===== src/rtl/carry_save_adder_reg_pkg.sv =====
// ============================================================================
// Module : csa_pkg
// Brief  : Shared width default and vector type for the carry-save adder.
// Rev    : 1.0 - initial release
// ============================================================================
`default_nettype none

package csa_pkg;

  localparam int CSA_WIDTH_DEFAULT = 8;

  typedef logic [CSA_WIDTH_DEFAULT-1:0] csa_vec_t;

endpackage : csa_pkg

`default_nettype wire


===== src/rtl/carry_save_adder_reg_if.sv =====
// ============================================================================
// Module : carry_save_adder_reg_if
// Brief  : Operand/result bundle for carry_save_adder_reg. The sum field is
//          present only when CSA_FINAL_ADD_EN is defined.
// Rev    : 1.0 - initial release
// ============================================================================
`default_nettype none

interface carry_save_adder_reg_if
  import csa_pkg::*;
#(
  parameter int WIDTH = CSA_WIDTH_DEFAULT
);

  logic             in_valid;
  logic [WIDTH-1:0] x;
  logic [WIDTH-1:0] y;
  logic [WIDTH-1:0] z;
  logic             out_valid;
  logic [WIDTH-1:0] c;
  logic [WIDTH-1:0] s;
`ifdef CSA_FINAL_ADD_EN
  logic [WIDTH+1:0] sum;
`endif

  modport master (
    output in_valid, x, y, z,
    input  out_valid, c, s
`ifdef CSA_FINAL_ADD_EN
    , input sum
`endif
  );

  modport slave (
    input  in_valid, x, y, z,
    output out_valid, c, s
`ifdef CSA_FINAL_ADD_EN
    , output sum
`endif
  );

endinterface : carry_save_adder_reg_if

`default_nettype wire


===== src/rtl/carry_save_adder_reg_cells.sv =====
// ============================================================================
// Module : full_adder / half_adder
// Brief  : Single-bit adder cells. half_adder exists only for the final-add
//          chain and is built only when CSA_FINAL_ADD_EN is defined.
// Rev    : 1.0 - initial release
// ============================================================================
`default_nettype none

module full_adder (
  output logic co,
  output logic s,
  input  logic a,
  input  logic b,
  input  logic ci
);

  assign s  = a ^ b ^ ci;
  assign co = (a & b) | (a & ci) | (b & ci);

endmodule : full_adder

`ifdef CSA_FINAL_ADD_EN
module half_adder (
  output logic c,
  output logic s,
  input  logic a,
  input  logic b
);

  assign s = a ^ b;
  assign c = a & b;

endmodule : half_adder
`endif

`default_nettype wire


===== src/rtl/carry_save_adder_reg.sv =====
// ============================================================================
// Module : carry_save_adder_reg
// Brief  : Registered 3:2 carry-save adder (1-cycle latency). Defining
//          CSA_FINAL_ADD_EN adds a ripple final adder producing sum = s+(c<<1).
// Rev    : 1.0 - initial release
// ============================================================================
`default_nettype none

module carry_save_adder_reg
  import csa_pkg::*;
#(
  parameter int WIDTH = CSA_WIDTH_DEFAULT
) (
  input  logic                 clk,
  input  logic                 rst,
  carry_save_adder_reg_if.slave bus
);

  logic [WIDTH-1:0] w_c;
  logic [WIDTH-1:0] w_s;
  logic [WIDTH-1:0] r_c;
  logic [WIDTH-1:0] r_s;
  logic             r_valid;

  for (genvar i = 0; i < WIDTH; i++) begin : g_csa
    full_adder u_fa (
      .co (w_c[i]),
      .s  (w_s[i]),
      .a  (bus.x[i]),
      .b  (bus.y[i]),
      .ci (bus.z[i])
    );
  end

  // Registers load only on accepted triples, so idle-cycle inputs never matter.
  always_ff @(posedge clk) begin
    if (rst) begin
      r_c     <= '0;
      r_s     <= '0;
      r_valid <= 1'b0;
    end else begin
      r_valid <= bus.in_valid;
      if (bus.in_valid) begin
        r_c <= w_c;
        r_s <= w_s;
      end
    end
  end

  assign bus.out_valid = r_valid;
  assign bus.c         = r_c;
  assign bus.s         = r_s;

`ifdef CSA_FINAL_ADD_EN
  logic [WIDTH:0]   w_s_ext;
  logic [WIDTH:1]   w_rc;
  logic [WIDTH+1:0] w_sum;

  assign w_s_ext  = {1'b0, r_s};
  assign w_sum[0] = r_s[0];

  half_adder u_ha (
    .c (w_rc[1]),
    .s (w_sum[1]),
    .a (r_s[1]),
    .b (r_c[0])
  );

  // c is unshifted, so bit i pairs s[i] with c[i-1].
  for (genvar i = 2; i <= WIDTH; i++) begin : g_final_add
    full_adder u_fa (
      .co (w_rc[i]),
      .s  (w_sum[i]),
      .a  (w_s_ext[i]),
      .b  (r_c[i-1]),
      .ci (w_rc[i-1])
    );
  end

  assign w_sum[WIDTH+1] = w_rc[WIDTH];
  assign bus.sum        = w_sum;
`endif

endmodule : carry_save_adder_reg

`default_nettype wire


===== src/flat_wrapper.sv =====
// flat-port wrapper written by rule: the top's interface ports become plain ports
module carry_save_adder_reg_flat import csa_pkg::*;
#(
  parameter int WIDTH = CSA_WIDTH_DEFAULT
)
  (clk, rst, bus_in_valid, bus_x, bus_y, bus_z, bus_out_valid, bus_c, bus_s);
  carry_save_adder_reg_if #(.WIDTH(WIDTH)) bus_i ();
  input  logic clk;
  input  logic rst;
  input wire logic [$bits(bus_i.in_valid)-1:0] bus_in_valid;
  input wire logic [$bits(bus_i.x)-1:0] bus_x;
  input wire logic [$bits(bus_i.y)-1:0] bus_y;
  input wire logic [$bits(bus_i.z)-1:0] bus_z;
  output wire logic [$bits(bus_i.out_valid)-1:0] bus_out_valid;
  output wire logic [$bits(bus_i.c)-1:0] bus_c;
  output wire logic [$bits(bus_i.s)-1:0] bus_s;
  assign bus_i.in_valid = bus_in_valid;
  assign bus_i.x = bus_x;
  assign bus_i.y = bus_y;
  assign bus_i.z = bus_z;
  assign bus_out_valid = bus_i.out_valid;
  assign bus_c = bus_i.c;
  assign bus_s = bus_i.s;
  carry_save_adder_reg #(.WIDTH(WIDTH)) u_core (.clk(clk), .rst(rst), .bus(bus_i));
endmodule

===== config.mk =====
export PLATFORM = sky130hd
export DESIGN_NAME = carry_save_adder_reg_flat
export DESIGN_NICKNAME = d
export VERILOG_FILES = /design/src/rtl/carry_save_adder_reg_pkg.sv /design/src/rtl/carry_save_adder_reg_if.sv /design/src/rtl/carry_save_adder_reg_cells.sv /design/src/rtl/carry_save_adder_reg.sv /design/src/flat_wrapper.sv
export SDC_FILE = /design/constraint.sdc
export NUM_CORES = 1
export LEC_CHECK = 0
export CORE_UTILIZATION = 30
export CTS_BUF_LIST = sky130_fd_sc_hd__clkbuf_4 sky130_fd_sc_hd__clkbuf_8
export DETAILED_ROUTE_END_ITERATION = 10
export PLACE_DENSITY = 0.78
export SETUP_SLACK_MARGIN = 0.4
export SYNTH_ARGS = -nofsm -noshare
export SYNTH_HDL_FRONTEND = slang
export SYNTH_SLANG_ARGS = --single-unit
export TNS_END_PERCENT = 10

===== constraint.sdc =====
create_clock -name clk -period 1.1 [get_ports clk]
set_input_delay 0.22 -clock clk [delete_from_list [all_inputs] [get_ports clk]]
set_output_delay 0.22 -clock clk [all_outputs]
set_load 0.05 [all_outputs]

* Yosys cells after proc, flatten, opt, wreduce, memory -nomap -nowiden *
Cells that the tools add are included.

operators by class
  bitwise gates (word level) = 56

operators with widths
  operator           count
  1-bit bitwise AND  24
  1-bit OR           16
  1-bit bitwise XOR  16

storage, ports and cells
  register bits = 17
  input bits = 27
  output and inout port bits = 17
  word-level logic and storage cells = 59

* Logic depth before layout (Yosys ltp) *
  word-level depth = 3
  mapped depth = 4
  gate-level depth less buffers = 3

* Cells and area by module *
From an unflattened synthesis, not the netlist that was laid out.

unflattened totals
  cell total of the unflattened synthesis = 62
  area total of the unflattened synthesis = 768.2 µm²

modules (own cells, without submodules)
  module                times used  cells each  area an instance (µm²)  seq. area each (µm²)
  carry_save_adder_reg  1           54          608.1                   340.3
  full_adder            8           1           20.0                    0.0

* Worst setup path before layout *
Ideal clock, no wire load.

  kind = input-to-reg
  from = input bus_z[6]
  to = register u_core.r_s[6] (netlist: u_core.bus.s[6])
  library setup time = 117 ps
  arrival = 843 ps
  data required time = 983 ps
  slack = 140 ps
  cell stages on the path = 3
  buffers on the path = 0
  cell sequence = fa_1 -> mux2i_1 -> nor2_1

between the ends
  longest elaborated chain between the ends = 1

ends and longest elaborated chain
  element               line                              RTL
  from (decl)           flat_wrapper.sv:13                input wire logic [$bits(bus_i.z)-1:0] bus_z;
  1-bit bitwise XOR     carry_save_adder_reg_cells.sv:17  assign s = a ^ b ^ ci;
  to (signal assigned)  carry_save_adder_reg.sv:45        r_s <= w_s;
  to (decl)             carry_save_adder_reg.sv:22        logic [WIDTH-1:0] r_s;

Every way passes these cells.
A chain may end at the register's enable or synchronous reset.

* Final worst setup path *
  from = register u_core.r_c[2] (netlist: u_core.bus.c[2])
  to = output bus_c[2]

RTL lines
  element                 line                        RTL
  from (decl)             carry_save_adder_reg.sv:21  logic [WIDTH-1:0] r_c;
  from (signal assigned)  carry_save_adder_reg.sv:44  r_c <= w_c;
  to (decl)               flat_wrapper.sv:15          output wire logic [$bits(bus_i.c)-1:0] bus_c;

No word-level cell between the ends.

==> results.py <==
metrics = {
    "status": {
        "outcome": "finished clean",
    },
    "setup_path": {
        "path_cells": "buf_12",
        "cpMaxStageDelayCell": "dfxtp_4",
        "reg2regPathDepth": 2,
        "cp-start-kind": "flop",
        "rr_startpoint": "u_core.bus.s[2]$_SDFFE_PP0P_",
        "critical-path-max-stage-delay_ns": 0.37,
        "crit_family": "flip-flops",
        "crit_type": "flop to output port",
        "cp.arrival_ns": 0.79,
        "r2r_end": "u_core.bus.s[2]$_SDFFE_PP0P_",
        "worst-path-buf-inv": 1,
        "crit_start": "u_core.bus.c[2]$_SDFFE_PP0P_",
        "cp_max_fo": 2,
        "required_ns": 0.88,
        "rrSetupSlack_ns": 0.46,
        "cp-end-kind": "output port",
    },
    "detailed_routing": {
        "drc": 0,
        "num_vias": 611,
        "wirelength_mm": 1.70,
        "avgViaCountPerCell": 4.40,
        "routed-wl-met3_um": 154,
        "wl_met2_um": 862,
        "ant_nets": 0,
        "highest_layer": "met3",
        "dr.pass1.iters": 3,
        "routed_wire_length_per_instance_um": 12.3,
        "met1Wirelength_um": 686,
        "drtIter0Drc": 9,
    },
    "placed_design": {
        "port-buffer-count": 43,
        "place_hpwl_mm": 1.43,
        "gp_congestion": 0.625,
        "dpl_cell_area_mm2": 0.00140,
        "dp_slack_ns": -0.372,
    },
    "sta": {
        "post-route-period-util_pct": 91.9,
        "finalMaxSlewViolations": 0,
        "finalHoldViolations": 0,
        "fin_setup_tns_ns": 0,
        "fin_crit_ns": 1.01,
        "hold_ws_ns": 0.345,
        "layout_setup_ws_ns": 0.0887,
        "rsz0062_at_grt": "yes",
        "clock_skew_ns": 0,
        "max_freq_mhz": 989,
        "max_slew.worst_pin.slew_ns": 0.127,
        "maxSlewHeadroom_pct": 91.3,
        "setup_viol": 0,
    },
    "layout": {
        "area_delta_synth_final_pct": 84.9,
        "fillCellCount": 201,
        "num_antenna_cells": 0,
        "layout-drive-gt1-share_pct": 44.1,
        "seqCellArea_um2": 363,
        "final_nets": 147,
        "multi_input_area_um2": 387,
        "final_area_mm2": 0.00142,
    },
    "synth": {
        "synthArstFlopShare_pct": 0,
        "ys_seq_elements": 17,
        "synth-main-ff-cell": "dfxtp_1",
        "synth_cell_types": 8,
        "ys_top_cells_by_count": "dfxtp_1, mux2i_1, nor2_1",
        "synth_edf_count": 0,
        "synth_mux_area_share_pct": 20.8,
        "netlist_top_cells_area": "dfxtp_1, fa_1, mux2i_1",
        "synth_top_area_share_pct": 44.3,
        "synth_compound_area_share_pct": 0,
        "synth_most_common_cell": "dfxtp_1",
        "syn_avg_cell_area_um2": 12.4,
        "synth-simple-area-share_pct": 8.63,
        "yosys_warnings": 0,
        "netlist_area_um2": 768,
        "synth_nets": 97,
        "synth_fa_ha_area_share_pct": 20.8,
        "syn_inst": 62,
        "synth_top_family_by_area": "adder cells",
        "synth_top_area_cell": "dfxtp_1",
        "ys_seq_area_share_pct": 44.3,
        "synth_xor_area_share_pct": 0,
    },
    "global_route": {
        "grt_antenna_before_repair": 0,
        "globalRouteTotalUtil_pct": 14.3,
        "grt_pass1_vias": 656,
        "grt_pass1_wl_mm": 2.82,
        "grt_max_degree": 10,
        "grt_overflow": 0,
    },
    "power": {
        "ir_worst_vdd_mv": 0.851,
        "power_mw": 1.68,
        "powerDensity_mw_per_mm2": 1190,
        "p_leak_nw": 0.655,
    },
    "cts": {
        "cts_root_buffer": "clkbuf_4",
        "clkLatencyLatePin_ns": 0.28,
        "cts_buffers": 3,
        "cts_hold_buf": 0,
        "clock_path_buffers": 2,
        "cts.sinks": 17,
        "htreeDepth": 1,
        "post_cts_buffers": 0,
        "cts_tree": "built",
        "path_clk_slew_ns": 0.10,
    },
    "die": {
        "initial_core_util_pct": 33.1,
        "rows": 17,
        "die_y_um": 52.6,
        "core_mm2": 0.00232,
        "dieWidth_um": 52.6,
        "ios": 44,
        "dieArea_mm2": 0.00277,
    },
    "hold_path": {
        "hold_path.class": "input pin to flop",
        "worstHoldEndpoint": "u_core.bus.c[3]$_SDFFE_PP0P_",
        "min_from": "bus_z[3]",
        "holdPathStages": 4,
    },
    "flow_run": {
        "drv_cap": 0,
    },
}
-- power breakdown --
| part | switching, mW | internal (mW) |
|---|---|---|
| Sequential | 0.0515 | 0.675 |
| Combinational | 0.290 | 0.314 |
| Clock | 0.188 | 0.165 |
-- cells in the final DEF, fill, tap and decap left out --
cell	n
fa_1	8
nor2_1	16
dfxtp_1	1
dfxtp_4	1
buf_6	3
nor2b_1	1
clkdlybuf4s50_1	1
dfxtp_2	15
buf_12	17
buf_2	5
dlygate4sd2_1	19
mux2i_1	16
clkbuf_4	4
buf_4	4
-- worst max-delay path by stage --
stage	endpoint	slack [ns]	cells after the start
2_1_floorplan	u_core.bus.s[6]$_SDFFE_PP0P_	0.14	3
3_3_place_gp	u_core.bus.s[5]$_SDFFE_PP0P_	-0.33	4
3_5_place_dp	u_core.bus.s[2]$_SDFFE_PP0P_	-0.37	4
4_1_cts	bus_c[2]	0.07	1
5_1_grt	bus_s[4]	0.05	1
6_report	bus_c[2]	0.09	1
-- final cells by class --
| type | count | area share [%] |
|---|---|---|
| timing repair buffer | 49 | 42.6 |
| tap | 28 | 2.47 |
| sequential | 17 | 25.6 |
| clock buffer | 4 | 2.11 |
| multi-input combinational | 41 | 27.2 |
-- kinds of logic (layout without fill, tap and decap cells) --
kind of cell             count (synthesis)  count (layout)
multiplexers                            16              16
adder cells (fa/ha/maj)                  8               8
AND/OR/NAND/NOR                         17              17
buffers and inverters                    4              53
flip-flops                              17              17
-- routing by layer --
layer  vias up  GRT usage (%)
li1        299              -
met1       286           16.7
met2        26           23.8
met3         0           5.22
met4         0           4.82
met5         -              0
-- state kept, by name (all words and copies together) (netlist names) --
| register | count |
|---|---|
| u_core.bus.c | 8 |
| u_core.bus.out_valid | 1 |
| u_core.bus.s | 8 |
-- worst register-to-register path: cells and delay by family, from the launching register on --
| kind | cells | cell delay [ns] |
|---|---|---|
| flops | 1 | 0.35 |
| simple gates | 1 | 0.07 |
| mux | 1 | 0.12 |
-- metrics by stage --
| step | utilization [%] | cells |
|---|---|---|
| after floorplan | - | 62 |
| after global placement | 60.4 | 134 |
| after detailed placement | 60.4 | 134 |
| after CTS | 61.1 | 139 |
| after global routing | 61.3 | 139 |
| final | 61.3 | 139 |
-- what timing repair did --
| action | 4_1_cts | 5_1_grt |
|---|---|---|
| cloned | 1 | 0 |
| hold endpoints to repair | 0 | 0 |
| gates resized for setup | 62 | 1 |
| setup endpoints to repair | 34 | 34 |
| pin swaps | 11 | 0 |
No activity file was read; power rests on OpenSTA's default activity.
